## src/rtl/simon_autoplayer.sv

```systemverilog
// Automated Simon player: samples the game's mode/pattern LEDs, records Playback
// sequences, replays them in Repeat and drives debounced-length pclk presses.
module simon_autoplayer #(
    parameter int unsigned HOLD_CYCLES = 1000000,
    parameter int unsigned MAX_LEN     = 64
) (
    input  logic       sysclk,
    input  logic       rst,
    input  logic       enable,
    input  logic       inject_err,
    input  logic [3:0] pattern_leds,
    input  logic [2:0] mode_leds,
    output logic [3:0] pattern,
    output logic       pclk,
    output logic [6:0] seq_len,
    output logic       done,
    output logic       error
);

    localparam int unsigned IW = (MAX_LEN > 1) ? $clog2(MAX_LEN) : 1;
    localparam int unsigned CW = (HOLD_CYCLES > 1) ? $clog2(HOLD_CYCLES) : 1;

    localparam logic [2:0] MODE_INPUT  = 3'b001;
    localparam logic [2:0] MODE_PLAY   = 3'b010;
    localparam logic [2:0] MODE_REPEAT = 3'b100;
    localparam logic [2:0] MODE_DONE   = 3'b111;

    typedef enum logic [2:0] {IDLE, SAMPLE, SETUP, PRESS, RELEASE, DONE, ERROR} state_e;

    state_e          state, state_n;
    logic [CW-1:0]   cnt, cnt_n;
    logic [7:0]      lfsr, lfsr_n;
    logic [6:0]      rec_cnt, rec_cnt_n;
    logic [IW-1:0]   rep_idx, rep_idx_n;
    logic            inj, inj_n;
    logic [3:0]      pattern_n;
    logic            buf_we;
    logic            hold_end;
    logic [3:0]      seq_buf [MAX_LEN];

    assign hold_end = (cnt == CW'(HOLD_CYCLES - 1));
    assign seq_len  = rec_cnt;

    always_comb begin
        state_n   = state;
        cnt_n     = cnt;
        lfsr_n    = lfsr;
        rec_cnt_n = rec_cnt;
        rep_idx_n = rep_idx;
        pattern_n = pattern;
        buf_we    = 1'b0;
        inj_n     = inj | inject_err;
        case (state)
            IDLE: begin
                if (enable) state_n = SAMPLE;
            end
            SAMPLE: begin
                cnt_n = '0;
                case (mode_leds)
                    MODE_INPUT: begin
                        pattern_n = (lfsr[3:0] == 4'h0) ? 4'h1 : lfsr[3:0];
                        lfsr_n    = {lfsr[6:0], lfsr[7] ^ lfsr[5] ^ lfsr[4] ^ lfsr[3]};
                        rec_cnt_n = '0;
                        state_n   = SETUP;
                    end
                    MODE_PLAY: begin
                        if (rec_cnt == 7'(MAX_LEN)) begin
                            state_n = ERROR;
                        end else begin
                            buf_we    = 1'b1;
                            rec_cnt_n = rec_cnt + 7'd1;
                            rep_idx_n = '0;
                            state_n   = SETUP;
                        end
                    end
                    MODE_REPEAT: begin
                        pattern_n = seq_buf[rep_idx] ^ {3'b000, inj};
                        // a pulse arriving on the consuming cycle re-arms the flag
                        inj_n     = inject_err;
                        rep_idx_n = (rep_idx == IW'(MAX_LEN - 1)) ? '0 : rep_idx + 1'b1;
                        state_n   = SETUP;
                    end
                    MODE_DONE: state_n = DONE;
                    default:   state_n = ERROR;
                endcase
            end
            SETUP: begin
                if (hold_end) begin
                    cnt_n   = '0;
                    state_n = PRESS;
                end else begin
                    cnt_n = cnt + 1'b1;
                end
            end
            PRESS: begin
                if (hold_end) begin
                    cnt_n   = '0;
                    state_n = RELEASE;
                end else begin
                    cnt_n = cnt + 1'b1;
                end
            end
            RELEASE: begin
                if (hold_end) begin
                    cnt_n   = '0;
                    state_n = enable ? SAMPLE : IDLE;
                end else begin
                    cnt_n = cnt + 1'b1;
                end
            end
            DONE:    state_n = DONE;
            ERROR:   state_n = ERROR;
            default: state_n = IDLE;
        endcase
    end

    // Outputs decode the next state so they line up with the state they describe.
    always_ff @(posedge sysclk) begin
        if (!rst) begin
            state   <= IDLE;
            cnt     <= '0;
            lfsr    <= 8'hA5;
            rec_cnt <= '0;
            rep_idx <= '0;
            inj     <= 1'b0;
            pattern <= '0;
            pclk    <= 1'b0;
            done    <= 1'b0;
            error   <= 1'b0;
        end else begin
            state   <= state_n;
            cnt     <= cnt_n;
            lfsr    <= lfsr_n;
            rec_cnt <= rec_cnt_n;
            rep_idx <= rep_idx_n;
            inj     <= inj_n;
            pattern <= pattern_n;
            pclk    <= (state_n == PRESS);
            done    <= (state_n == DONE);
            error   <= (state_n == ERROR);
        end
    end

    always_ff @(posedge sysclk) begin
        if (rst && buf_we) seq_buf[rec_cnt[IW-1:0]] <= pattern_leds;
    end

endmodule
```

## config.mk

```make
export PLATFORM = sky130hd
export DESIGN_NAME = simon_autoplayer
export DESIGN_NICKNAME = d
export VERILOG_FILES = /design/src/rtl/simon_autoplayer.sv
export SDC_FILE = /design/constraint.sdc
export NUM_CORES = 1
export LEC_CHECK = 0
export ABC_AREA = 1
export ABC_CLOCK_PERIOD_IN_PS = 2550
export CAP_MARGIN = 15
export CORE_AREA = 2 2 236 238
export DETAILED_ROUTE_END_ITERATION = 10
export DIE_AREA = 0 0 238 240
export DONT_BUFFER_PORTS = 1
export PLACE_DENSITY_LB_ADDON = 0.15
export REMOVE_ABC_BUFFERS = 1
export SLEW_MARGIN = 20
export SYNTH_ARGS = -nofsm -noshare
export SYNTH_HDL_FRONTEND = slang
export SYNTH_SLANG_ARGS = --single-unit
```

## constraint.sdc

```tcl
create_clock -name sysclk -period 2.55 [get_ports sysclk]
set_input_delay 0.51 -clock sysclk [delete_from_list [all_inputs] [get_ports sysclk]]
set_output_delay 0.51 -clock sysclk [all_outputs]
set_load 0.01 [all_outputs]
```

# Word level (Yosys, flattened, before mapping)
# Memories as Yosys holds them, arrays and structs flattened. A register that Yosys moved wholly into a read port is not among the register bits.
# Cells that the tools add are included.
[totals]
in_bits = 11
ramBits = 256
regBits = 52
output_inout_bits = 14
mem_count = 1
[op_classes]
add_sub_neg = 3
n_eq_ne = 17
n_reduce_logical = 13
bitwise_logic = 5
mux = 26
[memory_table]
columns = ["memory", "words", "width", "read_ports", "rd_clocked_by_memory_dff", "wr", "line", "text"]
rows = [
  ["seq_buf", 64, 4, 1, 1, 1, "39", "logic [3:0] seq_buf [MAX_LEN];"],
]
[ops]
columns = ["op", "n"]
rows = [
  ["$pmux W20 S2", 1],
  ["$mux W6", 4],
  ["$eq A3 B3 Y1 const B", 7],
  ["$pmux W3 S7", 1],
  ["$add A20 B1 Y20 const B", 1],
  ["$eq A20 B20 Y1 const B", 1],
  ["$mux W20", 1],
  ["$mux W3", 5],
  ["$pmux W7 S2", 1],
  ["$eq A3 B2 Y1 const B", 4],
  ["$pmux W6 S2", 1],
  ["$pmux W3 S3", 1],
  ["$mux W1", 8],
  ["$pmux W4 S2", 1],
  ["$reduce_bool A2 Y1", 4],
  ["$add A7 B1 Y7 const B", 1],
  ["$eq A7 B7 Y1 const B", 1],
  ["$mux W7", 1],
  ["$add A6 B1 Y6 const B", 1],
  ["$eq A3 B1 Y1 const B", 2],
  ["$eq A6 B6 Y1 const B", 1],
  ["$reduce_and A3 Y1", 2],
  ["$logic_not A4 Y1", 1],
  ["$mux W4", 1],
  ["9 further kinds", 12],
]

# Logic depth before layout (Yosys ltp)
[logic_depth]
word_depth = 7
depth_mapped = 14

# Worst setup path before layout
# No wires, ideal clock.
[synth_path]
path_kind = "reg-to-reg"
startpoint = "register rec_cnt[1], in the netlist seq_len[1]"
endpoint = "memory seq_buf[26][0], enable pin"
stages_incl_launch_ff = 10
path_buffers = 0
slack_ns = 0.321
t_arrival_ns = 1.899
setup_ns = 0.330
period_less_slack_ns = 2.229
cell_sequence = "dfxtp_1 inv_1 ha_1 nand4_1 nand3_1 inv_2 nand2_4 nor2_8 nand3_4 nor2_1"
[synth_between]
elab_chain_cells = 7
[synth_rtl]
columns = ["item", "line", "text"]
rows = [
  ["from (decl)", "33", "logic [6:0] rec_cnt, rec_cnt_n;"],
  ["from (signal assigned)", "134", "rec_cnt <= rec_cnt_n;"],
  ["$eq A7 B7 Y1", "67", "if (rec_cnt == 7'(MAX_LEN)) begin"],
  ["$mux W1", "67", ""],
  ["$mux W1", "59", "case (mode_leds)"],
  ["$mux W1", "53", "case (state)"],
  ["$logic_and A1 B1 Y1", "145", "if (rst && buf_we) seq_buf[rec_cnt[IW-1:0]] <= pattern_leds;"],
  ["$mux W1", "145", ""],
  ["$mux W1 (implied by the code)", "145", ""],
  ["to (decl)", "39", ""],
]
# Parallel ways exist; a longest one is shown, timed or not.

# Worst setup path after layout
[layout_path]
startpoint = "register rec_cnt[0], in the netlist seq_len[0]"
endpoint = "memory seq_buf[43][3], enable pin"
# The elaborated chain is that of the path after synthesis.

==> impl_metrics.env <==
export IMPL_status="finished clean"
export IMPL_gp_congestion=0.766
export IMPL_clock_latency_ns=0.55
export IMPL_track_usage=0.137
export IMPL_worst_setup_path_start_kind="register"
export IMPL_synth_edf_count=256
export IMPL_leakage_nw=5.33
export IMPL_critPathLaunch="seq_len[0]"
export IMPL_firstDrtPassIters=5
export IMPL_tightest_slew_ns=0.645
export IMPL_mostFrequentLayoutCells="nand2_1 (379), edfxtp_1 (256), nand3_1 (248)"
export IMPL_core_um2=54700
export IMPL_wl_per_cell_um=18.5
export IMPL_drc_errors=0
export IMPL_io_pins=25
export IMPL_cts_buffers=39
export IMPL_worstSetupPathType="reg2reg"
export IMPL_cts_tree="done"
export IMPL_skew_ns=0.0230
export IMPL_required_ns=2.75
export IMPL_cts_root_buf="clkbuf_16"
export IMPL_slew_headroom=0.567
export IMPL_dpl_cell_count=2005
export IMPL_hold_class="in2reg"
export IMPL_drtAntennaViolNets=0
export IMPL_setup_violations=0
export IMPL_crit_path_end_kind="register"
export IMPL_ys_seq_area_frac=0.653
export IMPL_stdcell_count=2076
export IMPL_r2r_slack_ns=0.25
export IMPL_timing_hold_ws_ns=0.0486
export IMPL_synth_area_um2=13600
export IMPL_die_x_um=238
export IMPL_synth_main_ff_cell="edfxtp_1"
export IMPL_syn_to_final_growth_pct=15.8
export IMPL_fin_crit_sh=0.900
export IMPL_grt_pass1_wl_um=58600
export IMPL_fin_ws_ns=0.255
export IMPL_io_buffers=0
export IMPL_rr_endpoint="seq_buf[43][3]"
export IMPL_cts_path_max_buffers=3
export IMPL_fillers=5732
export IMPL_yosysWarnings=0
export IMPL_layout_commonest_cell="nand2_1"
export IMPL_routed_wl_um=38400
export IMPL_multiInputGateArea_um2=4180
export IMPL_power_density_nw_per_um2=717
export IMPL_dpl_worst_slack_ns=0.124
export IMPL_regArea_um2=8850
export IMPL_crit_fanout=8
export IMPL_ir_worst_vdd_uv=504
export IMPL_rsz0062_at_grt="false"
export IMPL_antenna_found_initial=0
export IMPL_grt_pass1_vias=9585
export IMPL_start_util=0.248
export IMPL_cts_hold_buffers=0
export IMPL_grt_ovfl_total=0
export IMPL_async_flop_share=0
export IMPL_cts_max_level=2
export IMPL_drv_cap=0
export IMPL_fin_crit_ns=2.30
export IMPL_min_path_cells=1
export IMPL_vias=9467
export IMPL_r2r_cells=9
export IMPL_synthCells=1331
export IMPL_clock_sinks=314
export IMPL_layout_drive_gt1_share=0.0948
export IMPL_clock_fmax_mhz=436
export IMPL_power_total_mw=11.3
export IMPL_final_max_slew_violation_count=0
export IMPL_ys_types=44
export IMPL_postCtsSetupBuffers=0
export IMPL_hold_viol_final=0
export IMPL_min_from="rst"
export IMPL_die_h_um=240
export IMPL_synth_area_per_cell_um2=10.2
export IMPL_hpwl_um=23900
export IMPL_hold_end="lfsr[5]"
export IMPL_regToRegStartpoint="seq_len[0]"
export IMPL_core_rowCount=86
export IMPL_ys_seq_elements=314
export IMPL_final_nets=1357
export IMPL_drt_iter0_markers=618
export IMPL_num_antenna_cells=0
export IMPL_cts_resized=0
export IMPL_cp_arrival_ns=2.50
export IMPL_via_per_inst=4.56
export IMPL_die_area_um2=57100
export IMPL_grt_max_degree=65
export IMPL_clk_pin_slew_worst_paths_ns=0.06
[worst max-delay path by stage]
stage                          end  slack [ns]  cells after the start
floorplan               pattern[2]       -2.27                     11
global placement    seq_buf[11][1]        0.16                      9
detailed placement  seq_buf[43][1]        0.12                      9
CTS                 seq_buf[43][1]        0.21                      9
global route        seq_buf[43][3]        0.05                      9
finish              seq_buf[43][3]        0.25                      9
[cell families after synthesis]
family / count (synthesis) / share of synthesized area
buf+inv: 123 / 0.0391
compound gates: 84 / 0.0342
flops: 314 / 0.653
fa+ha+maj: 4 / 0.00369
simple gates: 802 / 0.268
xor+xnor: 4 / 0.00258
[cell usage after synthesis, drive strengths merged (2+ instances only)]
master | n | area share
edfxtp | 256 | 0.57
nand2 | 388 | 0.11
nor2 | 112 | 0.035
o21ai | 28 | 0.010
a21oi | 42 | 0.016
o211ai | 4 | 0.0022
a211oi | 6 | 0.0033
buf | 43 | 0.016
nand4 | 9 | 0.0042
clkinv | 6 | 0.0017
nor3 | 23 | 0.011
nor4 | 6 | 0.0028
inv | 57 | 0.016
nand3 | 257 | 0.10
dfxtp | 58 | 0.086
or2 | 3 | 0.0014
xnor2 | 4 | 0.0026
clkbuf | 16 | 0.0048
ha | 4 | 0.0037
and3 | 2 | 0.00092
o22ai | 2 | 0.00092
[worst max-delay path, stage by stage (launching register included)]
cell and delay, ns:
dfxtp_1 0.32, inv_1 0.12, ha_1 0.22, nand4_1 0.11, nand3_1 0.14, inv_2 0.10
nand2_4 0.09, nor2_8 0.16, nand3_4 0.29, nor2_1 0.39
[area by class of cell]
type / instances / share of cell area
Clock inverter: 24 / 0.0132
Multi-Input combinational cell: 894 / 0.266
Clock buffer: 47 / 0.0647
Tap cell: 704 / 0.0561
Timing Repair Buffer: 30 / 0.0207
Sequential cell: 314 / 0.564
Inverter: 63 / 0.0152
[sequential cells by signal, indices dropped and copies added, names as in the netlist, named ones only]
register and cells:
cnt 20, done 1, error 1, inj 1, lfsr 8, pattern 4
pclk 1, rep_idx 6, seq_buf 256, seq_len 7, state 3
[power breakdown]
part           internal (mW)  switching [mW]  total [mW]
Sequential              5.56          0.0250        5.58
Clock                   3.15            2.16        5.31
Combinational          0.112           0.256       0.368
[through the flow]
| step | TNS [ns] | cell area (um2) | util |
|---|---|---|---|
| global route | 0 | 15700 | 0.287 |
| detailed placement | 0 | 14500 | 0.265 |
| global placement | 0 | 14500 | 0.265 |
| finish | 0 | 15700 | 0.287 |
| CTS | 0 | 15700 | 0.287 |
| floorplan | -9.00 | 13300 | - |
[metal layers]
| metal | vias up | track usage | wire length (um) |
|---|---|---|---|
| li1 | 4649 | - | - |
| met1 | 4593 | 0.185 | 18200 |
| met2 | 174 | 0.222 | 17400 |
| met3 | 51 | 0.0257 | 1850 |
| met4 | 0 | 0.0402 | 835 |
| met5 | - | 0 | 0 |
Power figures use the tool's default switching activity.
